===== src/rtl/cache_pkg.sv =====
// Shared definitions for the data-cache port arbiter: processor opcodes,
// store func3 encodings, arbiter FSM states and the request bundle.
package cache_pkg;

  localparam int unsigned PKG_OPCODE_W = 5;
  localparam int unsigned PKG_FUNC3_W  = 3;
  localparam int unsigned PKG_DATA_W   = 32;

  // Major opcodes as seen by the cache (instr[6:2])
  localparam logic [PKG_OPCODE_W-1:0] LOAD_opcode  = 5'b00000;
  localparam logic [PKG_OPCODE_W-1:0] STORE_opcode = 5'b01000;

  // Store widths carried in func3
  localparam logic [PKG_FUNC3_W-1:0] FUNC3_SB = 3'b000;
  localparam logic [PKG_FUNC3_W-1:0] FUNC3_SH = 3'b001;
  localparam logic [PKG_FUNC3_W-1:0] FUNC3_SW = 3'b010;

  typedef enum logic [1:0] {
    IDLE  = 2'd0,
    ISSUE = 2'd1,
    WAIT  = 2'd2,
    RESP  = 2'd3
  } arb_state_t;

  typedef struct packed {
    logic [PKG_OPCODE_W-1:0] opcode;
    logic [PKG_FUNC3_W-1:0]  func3;
    logic [PKG_DATA_W-1:0]   address;
    logic [PKG_DATA_W-1:0]   data;
  } cache_req_t;

endpackage


===== src/rtl/cache_port_arbiter_rr.sv =====
// Two-requester grant logic. A lone requester always wins; on a tie the
// port other than `last` wins. Tying `last` high gives fixed priority to
// port 0, which is how the top builds CACHE_ARB_FIXED_PRIO_EN.
module rr_arbiter2 (
  input  logic [1:0] req,
  input  logic       last,
  input  logic       enable,
  output logic [1:0] gnt
);

  // Grant is purely combinational so it can be accepted in the same cycle
  always_comb begin
    gnt = 2'b00;
    if (enable) begin
      case (req)
        2'b01:   gnt = 2'b01;
        2'b10:   gnt = 2'b10;
        2'b11:   gnt = last ? 2'b01 : 2'b10;
        default: gnt = 2'b00;
      endcase
    end
  end

endmodule


===== src/rtl/cache_port_arbiter.sv =====
// Two-port LOAD/STORE arbiter in front of the data cache. Serialises granted
// requests onto the cache start/rdy interface, holds operands for the whole
// transaction, returns load data with a one-cycle done pulse and raises a
// sticky timeout if the cache never comes back to ready.
// Build option: define CACHE_ARB_FIXED_PRIO_EN for fixed port-0 priority
// (no `last` register); otherwise ties are broken round-robin.
// TIMEOUT_CYCLES must be at least 2.
module cache_port_arbiter
  import cache_pkg::*;
#(
  parameter int unsigned OPCODE_W       = 5,
  parameter int unsigned FUNC3_W        = 3,
  parameter int unsigned DATA_W         = 32,
  parameter int unsigned TIMEOUT_CYCLES = 1024
) (
  input  logic                     clk_i,
  input  logic                     rst_i,
  input  logic [1:0]               req_i,
  input  logic [1:0][OPCODE_W-1:0] opcode_i,
  input  logic [1:0][FUNC3_W-1:0]  func3_i,
  input  logic [1:0][DATA_W-1:0]   address_i,
  input  logic [1:0][DATA_W-1:0]   data_i,
  output logic [1:0]               gnt_o,
  output logic [1:0]               done_o,
  output logic [DATA_W-1:0]        rdata_o,
  output logic                     timeout_o,
  output logic                     cache_start_o,
  output logic [OPCODE_W-1:0]      cache_opcode_o,
  output logic [FUNC3_W-1:0]       cache_func3_o,
  output logic [DATA_W-1:0]        cache_address_o,
  output logic [DATA_W-1:0]        cache_data_o,
  input  logic                     cache_rdy_i,
  input  logic [DATA_W-1:0]        cache_data_i
);

  localparam int unsigned TMO_W = (TIMEOUT_CYCLES > 2) ? $clog2(TIMEOUT_CYCLES) : 1;
  localparam logic [TMO_W-1:0] TMO_LAST = TMO_W'(TIMEOUT_CYCLES - 1);

  arb_state_t        state_q, state_d;
  logic              arb_en;
  logic              accept;
  logic              owner_q;
  logic              last_w;
  logic [TMO_W-1:0]  tmo_cnt_q;
  logic [TMO_W-1:0]  tmo_inc;

  rr_arbiter2 u_arb (
    .req    (req_i),
    .last   (last_w),
    .enable (arb_en),
    .gnt    (gnt_o)
  );

  assign accept  = |(req_i & gnt_o);
  assign tmo_inc = tmo_cnt_q + TMO_W'(1);

`ifdef CACHE_ARB_FIXED_PRIO_EN
  assign last_w = 1'b1;
`else
  logic last_q;

  // Remember the most recently accepted port for tie-breaking; reset value
  // makes port 0 win the first tie.
  always_ff @(posedge clk_i or negedge rst_i) begin
    if (!rst_i)      last_q <= 1'b1;
    else if (accept) last_q <= gnt_o[1];
  end

  assign last_w = last_q;
`endif

  // FSM state register
  always_ff @(posedge clk_i or negedge rst_i) begin
    if (!rst_i) state_q <= IDLE;
    else        state_q <= state_d;
  end

  // FSM next-state logic
  always_comb begin
    state_d = state_q;
    case (state_q)
      IDLE:    if (accept) state_d = ISSUE;
      ISSUE:   state_d = WAIT;
      WAIT:    if (cache_rdy_i) state_d = RESP;
      RESP:    state_d = IDLE;
      default: state_d = IDLE;
    endcase
  end

  // FSM outputs; grants are also masked while reset is asserted so every
  // output reads 0 during reset even if requests are pending.
  always_comb begin
    arb_en        = 1'b0;
    cache_start_o = 1'b0;
    done_o        = 2'b00;
    case (state_q)
      IDLE:    arb_en = cache_rdy_i & rst_i;
      ISSUE:   cache_start_o = 1'b1;
      RESP:    done_o[owner_q] = 1'b1;
      default: ;
    endcase
  end

  // Operand registers: captured only on acceptance, so they stay put while
  // the cache reads them combinationally from ISSUE through RESP.
  always_ff @(posedge clk_i or negedge rst_i) begin
    if (!rst_i) begin
      owner_q         <= 1'b0;
      cache_opcode_o  <= '0;
      cache_func3_o   <= '0;
      cache_address_o <= '0;
      cache_data_o    <= '0;
    end else if (accept) begin
      owner_q         <= gnt_o[1];
      cache_opcode_o  <= opcode_i[gnt_o[1]];
      cache_func3_o   <= func3_i[gnt_o[1]];
      cache_address_o <= address_i[gnt_o[1]];
      cache_data_o    <= data_i[gnt_o[1]];
    end
  end

  // Response capture and WAIT watchdog. The flag is set on the edge where
  // the counter reaches TIMEOUT_CYCLES-1 so it is visible in that WAIT cycle.
  always_ff @(posedge clk_i or negedge rst_i) begin
    if (!rst_i) begin
      tmo_cnt_q <= '0;
      timeout_o <= 1'b0;
      rdata_o   <= '0;
    end else begin
      case (state_q)
        ISSUE: tmo_cnt_q <= '0;
        WAIT: begin
          if (cache_rdy_i) begin
            rdata_o <= cache_data_i;
          end else if (tmo_cnt_q != TMO_LAST) begin
            tmo_cnt_q <= tmo_inc;
            if (tmo_inc == TMO_LAST) timeout_o <= 1'b1;
          end
        end
        default: ;
      endcase
    end
  end

endmodule

===== config.mk =====
export PLATFORM = sky130hd
export DESIGN_NAME = cache_port_arbiter
export DESIGN_NICKNAME = d
export VERILOG_FILES = /design/src/rtl/cache_pkg.sv /design/src/rtl/cache_port_arbiter_rr.sv /design/src/rtl/cache_port_arbiter.sv
export SDC_FILE = /design/constraint.sdc
export NUM_CORES = 1
export LEC_CHECK = 0
export ABC_AREA = 1
export ABC_CLOCK_PERIOD_IN_PS = 2600
export BUFFER_PORTS_ARGS = -buffer_cell sky130_fd_sc_hd__buf_2
export CAP_MARGIN = 10
export CORE_AREA = 2 2 114 116
export DETAILED_ROUTE_END_ITERATION = 16
export DIE_AREA = 0 0 116 118
export HOLD_SLACK_MARGIN = 0.1
export PLACE_DENSITY = 0.8
export SLEW_MARGIN = 20
export SYNTH_ARGS = -nofsm -noshare
export SYNTH_HDL_FRONTEND = slang
export SYNTH_SLANG_ARGS = --single-unit

===== constraint.sdc =====
create_clock -name clk_i -period 2.6 [get_ports clk_i]
set_input_delay 0.26 -clock clk_i [delete_from_list [all_inputs] [get_ports clk_i]]
set_output_delay 0.26 -clock clk_i [all_outputs]
set_load 0.02 [all_outputs]

==> results of run 1 <==
cells in the mapped netlist (all sizes together):
library cell | count | area (sq um)
a21oi | 8 | 40.0
a31oi | 44 | 275
buf | 31 | 178
clkbuf | 11 | 41.3
dfrtp | 118 | 2950
dfstp | 1 | 26.3
ha | 7 | 87.6
inv | 44 | 165
mux2 | 32 | 360
nand2 | 104 | 433
nand3 | 98 | 490
nand4 | 3 | 33.8
nor2 | 61 | 255
o21ai | 54 | 289
o21bai | 1 | 7.51
o22ai | 4 | 50.1
worst min path at each step:
stage / to / cells after the start
after floorplan: cache_address_o[0] / 0
after global placement: rdata_o[10] / 1
after detailed placement: rdata_o[10] / 1
after CTS: cache_address_o[1] / 3
after global routing: cache_data_o[30] / 3
final: cache_data_o[1] / 3
routing by layer:
| metal | wire (um) | global-route usage, % | part of all wire [%] | vias up |
|---|---|---|---|---|
| met3 | 1400 | 7.52 | 7.8 | 53 |
| met5 | 0 | 0 | 0 | - |
| met4 | 605 | 11.8 | 3.4 | 0 |
| li1 | - | - | - | 2779 |
| met1 | 6860 | 30.6 | 38 | 2705 |
| met2 | 9170 | 45.9 | 51 | 285 |
logic make-up (layout without fill, tap and decap cells):
group / count (synthesis) / after routing / share of synthesized area (%)
AO/OA/AOI/OAI: 111 / 111 / 11.6
multiplexers: 32 / 32 / 6.34
flip-flops: 119 / 119 / 52.4
adder cells (fa/ha/maj): 7 / 7 / 1.54
buffers and inverters: 86 / 435 / 6.76
other: 0 / 1 / 0
AND/OR/NAND/NOR: 266 / 266 / 21.3
sequential cells by signal, indices dropped and copies added, names as in the netlist:
| name | flops |
|---|---|
| timeout_o | 1 |
| owner_q | 1 |
| last_q | 1 |
| cache_opcode_o | 5 |
| tmo_cnt_q | 10 |
| cache_address_o | 32 |
| state_q | 2 |
| cache_func3_o | 3 |
| rdata_o | 32 |
| cache_data_o | 32 |
critical path, cell delays in order (launching register included):
cell     delay, ns
dfrtp_1       0.41
inv_1         0.12
ha_1          0.17
nand3_1       0.13
nor2_4        0.15
buf_12        0.24
nand2_1       0.14
inv_2         0.06
buf_2         0.15
power groups by stage:
| stage | Combinational (uW) | Sequential, uW | Clock (uW) |
|---|---|---|---|
| after detailed placement | 4000 | 3230 | 0 |
| after CTS | 4060 | 3230 | 2670 |
| after floorplan | 1540 | 4230 | 0 |
| after global routing | 4440 | 3360 | 2760 |
| final | 4090 | 3260 | 2640 |
| after global placement | 3910 | 3210 | 0 |
metrics by stage:
step | cell area, sq um | utilization, %
2_1_floorplan | 5690 | -
3_3_place_gp | 7240 | 58.3
3_5_place_dp | 7240 | 58.3
4_1_cts | 8500 | 68.4
5_1_grt | 8500 | 68.5
6_report | 8500 | 68.5
cell type report:
type | count | share of cell area [%]
tap | 172 | 2.53
antenna | 1 | 0.0294
multi-input combinational | 416 | 27.4
clock buffer | 18 | 5.17
timing repair buffer | 360 | 25.2
inverter | 44 | 1.94
clock inverter | 13 | 2.68
sequential | 119 | 35.1
==> results.ini, run 1 <==
[worst_setup_path]
path_max_fanout=59
r2r-start=state_q[0]
endpoint=gnt_o[1]
rr_endpoint=cache_address_o[14]
critPathCaptureType=primary output
r2r_cells=8
r2r_slack_ns=0.67
required_ns=2.34
critPathLaunchType=register
cp-startpoint=state_q[0]
worstPathArrival_ns=2.01
worstSetupPathType=reg -> out

[pwr]
power_uw=9990
power.internal_uw=6060
switchingPower_uw=3930
swShare_pct=39.3
seq_power_share_pct=32.6
p_leak_uw=0.00424
p_clk_share_pct=26.4
p_comb_share_pct=40.9
peakVddDrop_mv=0.572
power_density_mw_per_mm2=1180

[synth]
netlist_area_sq_mm=0.00569
syn_area_per_cell_sq_um=9.16
ys_seq_area_share_pct=52.4
ys_seq_elements=119
synthesis.nets=809
synth_warnings=0
ys_types=29
syn-instance-count=621

[drt]
first_pass_iters=5
avgRoutedWirePerCell_um=15.8
vias=5822
via_per_inst=5.09
drt_iter0_drc=360
ant_nets=0
drcViolationCount=0
wirelength_um=18000

[grt]
grt_pass1_wl_um=28500
grtUsageTotal_pct=26.7
grt_pass1_vias=5843
antenna_found_initial=1
grt_overflow_total=0
grt_max_degree=73

[cts]
cts_tree=done
cts.clk_slew.worst_paths_ns=0.05
cts_root_buf=clkbuf_16
h-tree-depth=4
cts_setup_buffers=0
cts_buffer_depth=2
cts_sinks=119
clk-insertion-delay-late_ns=0.41
cts_hold_buf=59
cts_resized=0
cts_buffers=17

[timing]
hold_viol_final=0
setup_ws_ns=0.334
skew_ns=0.00657
hold_slack_ns=0.115
fin_crit_sh_pct=87.2
max_freq_ghz=0.441
worst_pin_slew_ns=0.817
slew_viol_final=0
setup_viol=0
final.setup.tns_ns=0
fin_crit_ns=2.27
relSlewSlack_pct=45.6
rsz0062_at_grt=no

[floorplan]
rows=41
die_h_um=118
fp.dieW_um=116
ios=291
die_area_sq_mm=0.0137
core_area_sq_mm=0.0124
initial_core_util_pct=45.8

[cells_and_area]
final_cells=1143
seq_area_sq_mm=0.00298
syn_to_final_growth_pct=49.5
nets=1146
final_cell_mix=buf_2 (289), dfrtp_1 (118), nand2_1 (99)
multi_input_area_sq_mm=0.00233
nFillCells=989
layout_commonest_cell=buf_2
drive_gt1_share_pct=40.7

[min_path]
hp-start=data_i[33]
hold_class=in -> reg

[placed_design]
place_congestion=0.825
io_buffers=290
post-place-ws_ns=0.689
dp.cells=1052
hpwl_um=11600

[status]
outcome=complete, no violations

[flow_run]
maxCapViolations=0

(Power assumes the default switching activity.)
==> inputs of run 2 (changes only) <==
--- a/config.mk
+++ b/config.mk
@@ -6,14 +6,14 @@
 export NUM_CORES = 1
 export LEC_CHECK = 0
 export ABC_AREA = 1
-export ABC_CLOCK_PERIOD_IN_PS = 2600
+export ABC_CLOCK_PERIOD_IN_PS = 2550
 export BUFFER_PORTS_ARGS = -buffer_cell sky130_fd_sc_hd__buf_2
 export CAP_MARGIN = 10
-export CORE_AREA = 2 2 114 116
+export CORE_MARGIN = 2
+export CORE_UTILIZATION = 46
 export DETAILED_ROUTE_END_ITERATION = 16
-export DIE_AREA = 0 0 116 118
 export HOLD_SLACK_MARGIN = 0.1
-export PLACE_DENSITY = 0.8
+export PLACE_DENSITY = 0.81
 export SLEW_MARGIN = 20
 export SYNTH_ARGS = -nofsm -noshare
 export SYNTH_HDL_FRONTEND = slang
==> constraint.sdc (replaced) <==
create_clock -name clk_i -period 2.55 [get_ports clk_i]
set_input_delay 0.255 -clock clk_i [delete_from_list [all_inputs] [get_ports clk_i]]
set_output_delay 0.255 -clock clk_i [all_outputs]
set_load 0.02 [all_outputs]
==> results.ini, run 2 (synthesis results as in run 1) <==
[cells_and_area]
nets=1137  ; -0.79%
layout_commonest_cell=buf_2
final_cell_mix=buf_2 (289), dfrtp_1 (118), nand2_1 (99)
reg.largest.list=cache_address_o (32), cache_data_o (32), rdata_o (32)
drive_gt1_share_pct=41.3  ; +0.55 points
fin_area_sq_mm=0.00840  ; -1.2%
syn_to_final_growth_pct=47.7

[cts]
cts.clk_slew.worst_paths_ns=0.06  ; about the same
cts_buffers=17  ; unchanged
cts_sinks=119  ; unchanged
cts_root_buf=clkbuf_16
cts_buffer_depth=2  ; unchanged
h-tree-depth=4  ; unchanged
clk-insertion-delay-late_ns=0.40  ; about the same
cts_tree=done

[worst_setup_path]
required_ns=2.30  ; -0.04 ns
r2r_cells=7  ; -1
rr_endpoint=cache_opcode_o[0]
cp-startpoint=state_q[0]
worstPathArrival_ns=1.90  ; -0.11 ns
r2r_slack_ns=0.69  ; +0.02 ns
path_max_fanout=12  ; -80%
critPathLaunchType=register
r2r-start=state_q[0]
critPathCaptureType=primary output
worstSetupPathType=reg -> out

[grt]
grt_pass1_wl_um=27800  ; -2.6%
grt_overflow_total=0  ; unchanged
antenna_found_initial=1  ; unchanged
grt_max_degree=84  ; +15%
grtUsageTotal_pct=26.8  ; +0.10 points
grt_pass1_vias=5627  ; -3.7%

[timing]
fin_crit_ns=2.16
hold_slack_ns=0.106  ; -0.00883 ns
setup_viol=0  ; unchanged
fin_crit_sh_pct=84.6
hold_viol_final=0  ; unchanged
relSlewSlack_pct=34.8  ; -11 points
worst_pin_slew_ns=0.979  ; +0.162 ns
rsz0062_at_grt=no
skew_ns=0.00833  ; +0.00176 ns
final.setup.tns_ns=0  ; unchanged
max_freq_ghz=0.464
slew_viol_final=0  ; unchanged

[drt]
first_pass_iters=4  ; -1
wirelength_um=17800  ; -1.5%
via_per_inst=5.02  ; -1.5%
drt_iter0_drc=432  ; +20%
vias=5677  ; -2.5%
ant_nets=0  ; unchanged
drcViolationCount=0  ; unchanged
avgRoutedWirePerCell_um=15.7  ; -0.59%

[floorplan]
ios=291  ; unchanged
die_h_um=115  ; -2.4%
initial_core_util_pct=47.1  ; +1.3 points
core_area_sq_mm=0.0121  ; -2.8%
fp.dieW_um=115  ; -0.71%
die_area_sq_mm=0.0133  ; -3.1%
rows=40  ; -2.4%

[placed_design]
place_congestion=0.838  ; +1.5%
io_buffers=290  ; unchanged
hpwl_um=11600  ; -0.23%
dpl_cell_area_sq_mm=0.00724  ; about the same

[pwr]
p_comb_share_pct=41.0  ; about the same
power.internal_uw=6100  ; +0.54%
seq_power_share_pct=32.5  ; about the same
switchingPower_uw=4050  ; +3.0%
p_clk_share_pct=26.4  ; about the same
peakVddDrop_mv=0.538  ; -6.0%
p_leak_uw=0.00420  ; -0.98%
power_density_mw_per_mm2=1210  ; +2.7%
power_uw=10100  ; +1.5%
swShare_pct=39.9  ; +0.58 points

[flow_run]
maxCapViolations=0  ; unchanged

[min_path]
whs_path_depth=3  ; unchanged
hp-start=address_i[49]
hold_class=in -> reg
whs_endpoint=cache_address_o[17]

[status]
outcome=complete, no violations

-- run 2: cell types whose count changed in the layout (fill, tap and decap cells not counted), sizes merged --
cell,previous run,this run
buf,301,302
diode,1,2
inv,44,46
dlygate4sd3,59,49
bufinv,6,5
-- run 2: worst max path at each step --
stage / to / slack (ns)
detailed placement: cache_opcode_o[0] / 0.69
CTS: gnt_o[1] / 0.38
global route: gnt_o[1] / 0.26
global placement: cache_opcode_o[0] / 0.77
floorplan: gnt_o[1] / 0.96
finish: gnt_o[1] / 0.39
-- run 2: power by group through the flow --
| stage | Combinational [uW] | Clock, uW | Sequential [uW] |
|---|---|---|---|
| floorplan | 1570 | 0 | 4310 |
| global placement | 3990 | 0 | 3250 |
| detailed placement | 4090 | 0 | 3280 |
| CTS | 4130 | 2700 | 3270 |
| global route | 4510 | 2810 | 3390 |
| finish | 4160 | 2680 | 3300 |
-- run 2: final cells by class --
cell class | instances | area, sq um
Multi-Input combinational cell | 416 | 2330
Fill cell | 903 | 3660
Tap cell | 168 | 210
Clock buffer | 18 | 439
Sequential cell | 119 | 2980
Inverter | 44 | 165
Antenna cell | 2 | 5.00
Clock inverter | 14 | 223
Timing Repair Buffer | 351 | 2050
-- run 2: critical path, stage by stage, from the launching register on --
cell and delay [ns]:
dfrtp_1 0.41, inv_1 0.13, ha_1 0.17, nand3_1 0.13, nor2_4 0.28, nand2_1 0.16
inv_2 0.07, buf_2 0.16
-- run 2: layer usage --
metal | up-vias | share of wire, % | global-route usage [%]
met1 | 2623 | 39 | 30.7
met2 | 259 | 49 | 45.8
met4 | 0 | 2.5 | 12.0
li1 | 2763 | - | -
met3 | 32 | 8.6 | 8.86
met5 | - | 0 | 0
-- run 2: stage by stage --
stage | utilization, % | setup WS (ns) | cells
after floorplan | - | 0.957 | 621
after global placement | 60.0 | 0.775 | 1049
after detailed placement | 60.0 | 0.690 | 1049
after CTS | 69.4 | 0.384 | 1128
after global routing | 69.6 | 0.256 | 1131
final | 69.6 | 0.393 | 1132
-- run 2: what timing repair did --
item | CTS | global route
endpoints found under the hold margin | 86 | 2
setup endpoints to repair | 0 | 0
setup buffers | 0 | 0
resized for setup | 0 | 0
hold buffers | 47 | 2
